==> config.mk <==
export PLATFORM = sky130hd
export DESIGN_NAME = id_pipe_chain
export DESIGN_NICKNAME = d
export VERILOG_FILES = /design/src/rtl/id_pipe_pkg.sv /design/src/rtl/id_pipe_stage.sv /design/src/rtl/id_pipe_chain.sv
export SDC_FILE = /design/constraint.sdc
export NUM_CORES = 1
export LEC_CHECK = 0
export ABC_AREA = 1
export BUFFER_PORTS_ARGS = -buffer_cell sky130_fd_sc_hd__buf_2
export CAP_MARGIN = 20
export CORE_MARGIN = 1
export CORE_UTILIZATION = 44
export DETAILED_ROUTE_END_ITERATION = 10
export GPL_ROUTABILITY_DRIVEN = 0
export PLACE_DENSITY = 0.71
export SKIP_LAST_GASP = 1
export SYNTH_ARGS = -nofsm -noshare
export SYNTH_HDL_FRONTEND = slang
export SYNTH_SLANG_ARGS = --single-unit
==> constraint.sdc <==
create_clock -name clk -period 2.8 [get_ports clk]
set_clock_uncertainty 0.2 [all_clocks]
set_input_delay 0.28 -clock clk [delete_from_list [all_inputs] [get_ports clk]]
set_output_delay 0.28 -clock clk [all_outputs]
set_load 0.03 [all_outputs]
==> src/rtl/id_pipe_pkg.sv <==
// Shared constants, helpers and types for the elastic identity pipeline.
package id_pipe_pkg;

    localparam int MAX_DEPTH     = 16;
    localparam int DEFAULT_WIDTH = 16;

    function automatic int cnt_width(input int depth);
        return $clog2(depth + 1);
    endfunction

    // Modules declare their own WIDTH-sized word; this is the default-width form.
    typedef logic signed [DEFAULT_WIDTH-1:0] word_t;

endpackage

==> src/rtl/id_pipe_stage.sv <==
// One registered identity stage with a valid/ready handshake on each side.
module id_pipe_stage
    import id_pipe_pkg::*;
#(
    parameter int WIDTH = DEFAULT_WIDTH
) (
    input  logic                    clk,
    input  logic                    rst,
    input  logic                    flush,
    input  logic signed [WIDTH-1:0] up_data,
    input  logic                    up_valid,
    output logic                    up_ready,
    output logic signed [WIDTH-1:0] dn_data,
    output logic                    dn_valid,
    input  logic                    dn_ready
);

    typedef logic signed [WIDTH-1:0] stage_word_t;

    stage_word_t data_p0;
    logic        vld_p0;

    // An empty stage always accepts, so bubbles collapse under backpressure.
    assign up_ready = !vld_p0 || dn_ready;

    always_ff @(posedge clk or posedge rst) begin
        if (rst) begin
            vld_p0  <= 1'b0;
            data_p0 <= '0;
        end else if (flush) begin
            vld_p0 <= 1'b0;
        end else if (up_valid && up_ready) begin
            vld_p0  <= 1'b1;
            data_p0 <= up_data;
        end else if (dn_ready) begin
            vld_p0 <= 1'b0;
        end
    end

    assign dn_data  = data_p0;
    assign dn_valid = vld_p0;

endmodule

==> src/rtl/id_pipe_chain.sv <==
// DEPTH registered identity stages in series, with flush and occupancy count.
module id_pipe_chain
    import id_pipe_pkg::*;
#(
    parameter int WIDTH = DEFAULT_WIDTH,
    parameter int DEPTH = 2,
    parameter int CNT_W = cnt_width(DEPTH)
) (
    input  logic                    clk,
    input  logic                    rst,
    input  logic signed [WIDTH-1:0] x,
    input  logic                    x_valid,
    output logic                    x_ready,
    input  logic                    flush,
    output logic signed [WIDTH-1:0] y,
    output logic                    y_valid,
    input  logic                    y_ready,
    output logic [CNT_W-1:0]        occupancy
);

    typedef logic signed [WIDTH-1:0] chain_word_t;

    if (DEPTH < 1 || DEPTH > MAX_DEPTH) begin : g_bad_depth
        $error("id_pipe_chain: DEPTH out of range");
    end

    // Index i is the upstream side of stage i; index DEPTH is the output.
    chain_word_t dat [DEPTH+1];
    logic        vld [DEPTH+1];
    logic        rdy [DEPTH+1];

    assign dat[0]     = x;
    assign vld[0]     = x_valid;
    assign rdy[DEPTH] = y_ready;
    assign x_ready    = rdy[0];

    for (genvar i = 0; i < DEPTH; i++) begin : g_stage
        id_pipe_stage #(
            .WIDTH(WIDTH)
        ) u_stage (
            .clk      (clk),
            .rst      (rst),
            .flush    (flush),
            .up_data  (dat[i]),
            .up_valid (vld[i]),
            .up_ready (rdy[i]),
            .dn_data  (dat[i+1]),
            .dn_valid (vld[i+1]),
            .dn_ready (rdy[i+1])
        );
    end

    assign y       = dat[DEPTH];
    assign y_valid = vld[DEPTH];

    logic in_xfer;
    logic out_xfer;

    assign in_xfer  = x_valid && x_ready;
    assign out_xfer = y_valid && y_ready;

    always_ff @(posedge clk or posedge rst) begin
        if (rst) begin
            occupancy <= '0;
        end else if (flush) begin
            occupancy <= '0;
        end else if (in_xfer && !out_xfer) begin
            occupancy <= occupancy + CNT_W'(1);
        end else if (!in_xfer && out_xfer) begin
            occupancy <= occupancy - CNT_W'(1);
        end
    end

endmodule
# Word-level counts from Yosys, hierarchy flattened
# Index checks and enable logic that the tools add are counted.
dict set report op_classes {
  n_addsub 2
  mux 9
  n_bitwise 1
  n_reduce_logical 16
}
# operator n
set op_table {}
lappend op_table {{nonzero test 3 bit} 3}
lappend op_table {{two-way mux 1 bit} 6}
lappend op_table {{two-way mux 2 bit} 3}
lappend op_table {{logical AND 1 bit} 5}
lappend op_table {{logical NOT 1 bit} 4}
lappend op_table {{AND reduction 2 bit} 2}
lappend op_table {{adder 2 x 1 -> 2 bit (second input constant)} 1}
lappend op_table {{logical OR 1 bit} 2}
lappend op_table {{subtractor 2 x 1 -> 2 bit (second input constant)} 1}
lappend op_table {{NOT 1 bit} 1}
dict set report totals {
  regBits 36
  in_bits 21
  out_inout_bits 20
}

# Longest topological paths before layout
# Gate-level depths: netlist of run 1.
dict set report depth {
  depth_word 9
  ltp_mapped 8
}

# Cells and area by module
# From an unflattened synthesis of run 1, not the netlist that was laid out.
dict set report unflattened {
  cells_unflattened 174
  hier_area_um2 1542.7
}
# mod instances cells_per_inst area_per_inst_um2
set modules_own_cells {}
lappend modules_own_cells {id_pipe_stage 2 75 696.9}
lappend modules_own_cells {id_pipe_chain 1 24 148.9}

# Worst setup path before layout of run 1
# No wires, ideal clock.
dict set report synth_path {
  path_kind {reg2reg}
  startpoint {register g_stage[1].u_stage.vld_p0}
  endpoint {register g_stage[0].u_stage.data_p0[12]}
  setup_time_ns 0.121
  t_arrival_ns 1.188
  required_ns 2.479
  slack_ns 1.290
  stages_incl_launch_ff 5
  path_buffers 1
  period_less_slack_ns 1.510
  cell_sequence {dfrtp_1 -> nand3_4 -> nand3_4 -> buf_4 -> a21oi_2}
}
dict set report synth_between {
  elab_chain_len 5
}
# item line
set synth_lines {}
lappend synth_lines {{start, declared} id_pipe_stage.sv:21} ;# logic vld_p0;
lappend synth_lines {{start signal, assigned} id_pipe_stage.sv:28} ;# vld_p0 <= 1'b0;
lappend synth_lines {{start signal, assigned} id_pipe_stage.sv:31} ;# vld_p0 <= 1'b0;
lappend synth_lines {{start signal, assigned} id_pipe_stage.sv:33} ;# vld_p0 <= 1'b1;
lappend synth_lines {{logical NOT 1 bit} id_pipe_stage.sv:24} ;# assign up_ready = !vld_p0 || dn_ready;
lappend synth_lines {{logical OR 1 bit (2 in a row)} id_pipe_stage.sv:24}
lappend synth_lines {{named net x_ready} id_pipe_chain.sv:13} ;# output logic x_ready,
lappend synth_lines {{logical AND 1 bit} id_pipe_stage.sv:32} ;# end else if (up_valid && up_ready) begin
lappend synth_lines {{AND reduction 2 bit (no line)} n/a}
lappend synth_lines {{end signal, assigned} id_pipe_stage.sv:34} ;# data_p0 <= up_data;
lappend synth_lines {{end, declared} id_pipe_stage.sv:20} ;# stage_word_t data_p0;
# The timed path passes the listed nets, and every way through them passes these cells.
# A chain may end at the register's enable or synchronous reset.

# Worst setup path after layout of run 1
dict set report layout_path {
  startpoint {input port flush}
  endpoint {register g_stage[1].u_stage.data_p0[9]}
}
dict set report layout_between {
  elab_chain_len 2
}
# item line
set layout_lines {}
lappend layout_lines {{start, declared} id_pipe_chain.sv:14} ;# input logic flush,
lappend layout_lines {{NOT 1 bit (no line)} n/a}
lappend layout_lines {{AND reduction 2 bit (no line)} n/a}
lappend layout_lines {{end signal, assigned} id_pipe_stage.sv:34}
lappend layout_lines {{end, declared} id_pipe_stage.sv:20}
# No other way between the ends.

==> results of run 1 <==
-- metal layers --
layer / part of all wire, % / track usage [%] / up-vias
met1: 45 / 17.1 / 490
met4: 2.0 / 6.82 / 0
li1: - / - / 568
met5: 0 / 0 / -
met2: 47 / 25.4 / 29
met3: 5.3 / 4.71 / 5
-- critical path, cell delays in order --
cell,delay (ns)
dlygate4sd3_1,0.53
buf_2,0.14
inv_1,0.15
nand3_2,0.47
o21ai_0,0.36
-- cell usage in the layout (no fill, tap or decap) --
cell,netlist,final
o21ai_1,4,4
nor2_1,10,10
nor2_2,6,6
nand3_4,2,2
clkinv_2,0,2
dfrtp_1,36,36
a21oi_1,4,4
nand2_1,28,28
nand4_1,1,1
dlygate4sd3_1,0,2
inv_1,23,23
buf_4,18,2
nand3_2,1,1
a21oi_2,14,14
inv_2,1,1
o21ai_0,13,13
buf_2,0,40
nand3_1,4,4
clkbuf_8,0,6
-- where the power goes --
part	switching, uW	internal, uW	leakage (uW)
Combinational	228	103	0.000513
Clock	171	196	0.0000510
Sequential	39.5	606	0.000421
Total	439	905	0.000985
-- registers in the layout, summed over array words and instances (netlist names) --
signal,flops
g_stage.u_stage.dn_data,32
g_stage.u_stage.dn_valid,2
occupancy,2
-- through the flow --
step                      util, %  power [uW]
after floorplan                 -         966
after global placement       50.3         980
after detailed placement     50.3         988
after CTS                    53.5        1360
after global routing         53.5        1430
final                        53.5        1340
-- how the worst max path moves through the flow --
stage	start	slack (ns)	end	cells past startpoint
2_1_floorplan	g_stage[1].u_stage.dn_valid$_DFFE_PP0P_	1.29	g_stage[0].u_stage.dn_data[12]$_DFFE_PP0P_	4
3_3_place_gp	g_stage[1].u_stage.dn_valid$_DFFE_PP0P_	1.16	g_stage[0].u_stage.dn_data[11]$_DFFE_PP0P_	4
3_5_place_dp	flush	1.06	g_stage[1].u_stage.dn_data[9]$_DFFE_PP0P_	4
4_1_cts	flush	0.81	g_stage[1].u_stage.dn_data[9]$_DFFE_PP0P_	5
5_1_grt	flush	0.66	g_stage[1].u_stage.dn_data[9]$_DFFE_PP0P_	5
6_report	flush	0.84	g_stage[1].u_stage.dn_data[9]$_DFFE_PP0P_	5
-- kinds of logic after synthesis --
group / count (synthesis) / synth area share (%)
flip-flops: 36 / 54.6
AND/OR/NAND/NOR: 52 / 15.2
AO/OA/AOI/OAI: 35 / 13.8
buffers and inverters: 46 / 16.4
-- repair_timing --
| action | in CTS | in global routing |
|---|---|---|
| hold buffers | 2 | 0 |
| hold endpoints to repair | 21 | 0 |
| resized for setup | 0 | 0 |
-- cell type report --
type,instances,area share [%]
clock buffer,6,4.45
sequential,36,48.6
multi-input combinational,87,25.8
clock inverter,2,0.539
timing repair buffer,44,12.7
inverter,24,4.86
tap,46,3.10
==> results_dict.tcl, run 1 <==
set metrics [dict create \
    syn_inst 169 \
    vias_per_cell 4.46 \
    final-seq-area_um2 901 \
    cts_max_level 2 \
    synth_edf_count 0 \
    clk_path_buf_depth 2 \
    grt_pass1_wl_um 4530 \
    multi_input_area_um2 479 \
    port_buffers 40 \
    synth_top_area_share_pct 54.6 \
    post-route-period-util_pct 70.1 \
    cts_tree "built" \
    worstPathRequired_ns 2.78 \
    track_usage_pct 15.0 \
    powerDensity_nw_per_um2 724 \
    die-area_um2 4000 \
    min_to "g_stage[0].u_stage.dn_data[3]$_DFFE_PP0P_" \
    placed_area_um2 1740 \
    synthTopCellsByArea "dfrtp_1 55%, buf_4 8.2%, a21oi_2 7.4%" \
    fill_cells 339 \
    layout.cells.non_filler 245 \
    ys_seq_area_share_pct 54.6 \
    dpl.hpwl_um 1800 \
    setup_tns_ns 0 \
    yosysTopAreaCell "dfrtp_1" \
    ys_ff_latch 36 \
    insertion_delay_ns 0.28 \
    syn_avg_cell_area_um2 9.77 \
    cts-root-buf "clkbuf_8" \
    final.setup.worst_slack_ns 0.838 \
    syn2layout_area_growth_pct 12.4 \
    hold_viol 0 \
    drc 0 \
    final_nets 219 \
    core_area_um2 3470 \
    antenna_found_initial 0 \
    ir_drop_v 0.000353 \
    setup_violations 0 \
    synthArstFlopShare_pct 100 \
    tightest_slew_ns 0.788 \
    cts_num_sinks 36 \
    yosys.cell_types.count 16 \
    synth_common_cells "36 x dfrtp_1, 28 x nand2_1, 23 x inv_1, 18 x buf_4, 14 x a21oi_2" \
    fin_area_um2 1860 \
    rows 21 \
    grt.overflow.total 0 \
    drt_iter0_drc 21 \
    min_from "x[3]" \
    yosysWarnings 0 \
    crit_type "in -> reg" \
    worst_r2r_path_depth 3 \
    timing.fmax_mhz 510 \
    synth_ff_type "dfrtp_1" \
    rsz0062_at_grt "no" \
    max-cap-violations 0 \
    vias 1092 \
    r2r-start "g_stage[1].u_stage.dn_valid$_DFFE_PP0P_" \
    hold_class "in -> reg" \
    first_pass_iters 4 \
    ios 41 \
    arrival_ns 1.94 \
    critPathCaptureType "register" \
    dp_cells 235 \
    dp_slack_ns 1.06 \
    n_antenna_cell 0 \
    slew_headroom_pct 47.4 \
    rrSetupSlack_ns 1.11 \
    synth_nets 190 \
    syn_area_um2 1650 \
    maxSlewViolCount 0 \
    dieHeight_um 63.2 \
    postCtsSetupRepairBufs 0 \
    holdPathStages 3 \
    layout_min_cycle_time_ns 1.96 \
    fp.dieW_um 63.2 \
    timing.hold.ws_ns 0.0334 \
    finalWirelength_um 2520 \
    start_kind "primary input" \
    start_util_pct 47.6 \
    r2r_end "g_stage[1].u_stage.dn_data[9]$_DFFE_PP0P_" \
    synth_most_common_cell "dfrtp_1" \
    wl_per_cell_um 10.3 \
    leakage_uw 0.000985 \
    path_clk_slew_ns 0.07 \
    grt_max_degree 34 \
    cts_made_buffers 5 \
    first_global_vias 1085 \
    ant_nets 0 \
    status "complete, no violations" \
    drive_above_1_share_pct 37.2 \
    crit_path_max_fanout 33 \
]
No activity file was read; power rests on OpenSTA's default activity.
==> run 2, diff against run 1 <==
Settings changed: PLACE_DENSITY 0.71 to 0.74.
Clock period 2.8 ns to 1.73 ns, I/O delays scaled along.
==> run 2 against run 1 <==
  * Die area did not move
  * Global-route usage rose by 1.8 points
  * Clock-buffer cell count did not move
  * Worst setup slack got worse by 0.73 ns
  * Critical path depth rose by 2
  * Combinational power rose by 74%
  * Wire length rose by 15%
  * Non-clock buffer count rose by 18
  * Register-to-register slack got worse by 0.91 ns
  * Flip-flop and latch count did not move
  * Critical endpoint is now g_stage[0].u_stage.dn_data[4]$_DFFE_PP0P_
  * Largest power group unchanged
==> results_dict.tcl, run 2 (same netlist as run 1, synthesis figures left out) <==
set metrics [dict create \
    placed_area_um2 1760 \
    antenna_found_initial 0 \
    ir_drop_v 0.000511 \
    largest_reg_flops 32 \
    grt_pass1_wl_um 5100 \
    crit_path_max_fanout 24 \
    final_nets 237 \
    tightest_slew_ns 0.451 \
    drive_above_1_share_pct 34.1 \
    n_antenna_cell 0 \
    first_global_vias 1135 \
    status "complete, no violations" \
    cts_repair_resize_count 0 \
    clk_path_buf_depth 2 \
    max-cap-violations 0 \
    worst_r2r_path_depth 3 \
    die-area_um2 4000 \
    slowest_stage "dlygate4sd3_1" \
    grt_max_degree 37 \
    start_util_pct 47.6 \
    finalWirelength_um 2910 \
    internal_power_uw 1600 \
    crit_type "in -> reg" \
    cts-root-buf "clkbuf_8" \
    powerDensity_nw_per_um2 1140 \
    leakage_uw 0.00107 \
    ant_nets 0 \
    syn2layout_area_growth_pct 24.9 \
    start_kind "primary input" \
    power_frac_seq_pct 44.6 \
    final.setup.worst_slack_ns 0.109 \
    cts_max_level 2 \
    dieHeight_um 63.2 \
    vias 1137 \
    layout.cells.non_filler 263 \
    critPathCaptureType "register" \
    dp_cells 236 \
    drc 0 \
    cts_tree "built" \
    fin_area_um2 2060 \
    timing.fmax_mhz 617 \
    layout_common_cells "40 x buf_2, 36 x dfrtp_1, 28 x nand2_1" \
    track_usage_pct 16.8 \
    insertion_delay_ns 0.28 \
    post-route-period-util_pct 93.7 \
    first_pass_iters 3 \
    switching_share_pct 31.5 \
    holdPathStages 4 \
    cpPeakStageDelay_ns 0.53 \
    worstPathRequired_ns 1.71 \
    dp_slack_ns 0.301 \
    dpl.hpwl_um 1920 \
    fill_cells 321 \
    wl_per_cell_um 11.0 \
    drt_iter0_drc 54 \
    path_cells "dlygate4sd3_1 > buf_2 > inv_1 > nand3_4 > buf_12 > nor2_1 > a21oi_2" \
    port_buffers 40 \
    maxSlewViolCount 0 \
    arrival_ns 1.60 \
    timing.hold.ws_ns 0.0737 \
    layout_min_cycle_time_ns 1.62 \
    ios 41 \
    setup_violations 0 \
    pwr-share-comb_pct 24.6 \
    layout_commonest_cell "buf_2" \
    switchingPower_uw 739 \
    vias_per_cell 4.32 \
    hold_viol 0 \
    path_clk_slew_ns 0.07 \
    rsz0062_at_grt "no" \
    cts_num_sinks 36 \
    setup_tns_ns 0 \
    pwr-share-clk_pct 30.9 \
    grt.overflow.total 0 \
    cts_made_buffers 5 \
    slew_headroom_pct 69.9 \
    core_area_um2 3470 \
    rows 21 \
    hold_class "in -> reg" \
    fp.dieW_um 63.2 \
]
-- run 2: cell count changes in the layout (fill, tap and decap cells not counted), sizes merged --
cell,previous run,this run
dlygate4sd3,2,19
clkinv,2,1
buf,42,43
bufinv,0,1
-- run 2: what timing repair did --
| item | in CTS | in global routing |
|---|---|---|
| hold buffers | 19 | 0 |
| buffers inserted | 0 | 0 |
| endpoints found under the hold margin | 55 | 0 |
-- run 2: layout make-up --
type	count	area, um^2	share of cell area [%]
Clock inverter	2	35.0	1.70
Inverter	24	90.1	4.37
Timing Repair Buffer	62	425	20.6
Clock buffer	6	72.6	3.52
Sequential cell	36	901	43.7
Tap cell	46	57.6	2.79
Multi-Input combinational cell	87	479	23.3
-- run 2: power groups by stage --
| stage | clock network, uW | logic [uW] | registers [uW] |
|---|---|---|---|
| 6_report | 723 | 576 | 1040 |
| 5_1_grt | 773 | 635 | 1060 |
| 4_1_cts | 743 | 581 | 1040 |
| 3_5_place_dp | 0 | 548 | 1060 |
| 3_3_place_gp | 0 | 538 | 1050 |
| 2_1_floorplan | 0 | 504 | 1060 |
-- run 2: worst paths after layout --
path | startpoint | endpoint | slack, ns
max | flush | g_stage[0].u_stage.dn_data[4]$_DFFE_PP0P_ | 0.11
min | y_ready | g_stage[1].u_stage.dn_valid$_DFFE_PP0P_ | 0.07
min reg2reg | g_stage[1].u_stage.dn_data[11]$_DFFE_PP0P_ | g_stage[1].u_stage.dn_data[11]$_DFFE_PP0P_ | 0.28
max reg2reg | g_stage[1].u_stage.dn_valid$_DFFE_PP0P_ | g_stage[0].u_stage.dn_valid$_DFFE_PP0P_ | 0.20
min in group asynchronous | rst | g_stage[1].u_stage.dn_valid$_DFFE_PP0P_ | 0.32
max in group asynchronous | rst | g_stage[0].u_stage.dn_data[13]$_DFFE_PP0P_ | 0.68
-- run 2: critical path, delay by kind of cell --
kind / cells / cell delay, ns
buffers and inverters: 4 / 1.06
and+or+nand+nor: 2 / 0.32
AOI/OAI and AO/OA: 1 / 0.04
-- run 2: routing by layer --
layer / share of wire, % / global-route usage (%) / vias up
met5: 0 / 0 / -
met4: 1.8 / 6.82 / 0
met3: 5.5 / 5.07 / 6
met2: 46 / 28.0 / 32
met1: 47 / 20.2 / 495
li1: - / - / 604
-- run 2: through the flow --
| step | total power, uW | utilization (%) |
|---|---|---|
| global placement | 1590 | 50.8 |
| finish | 2340 | 59.4 |
| global route | 2470 | 59.4 |
| detailed placement | 1610 | 50.8 |
| floorplan | 1560 | - |
| CTS | 2370 | 59.4 |
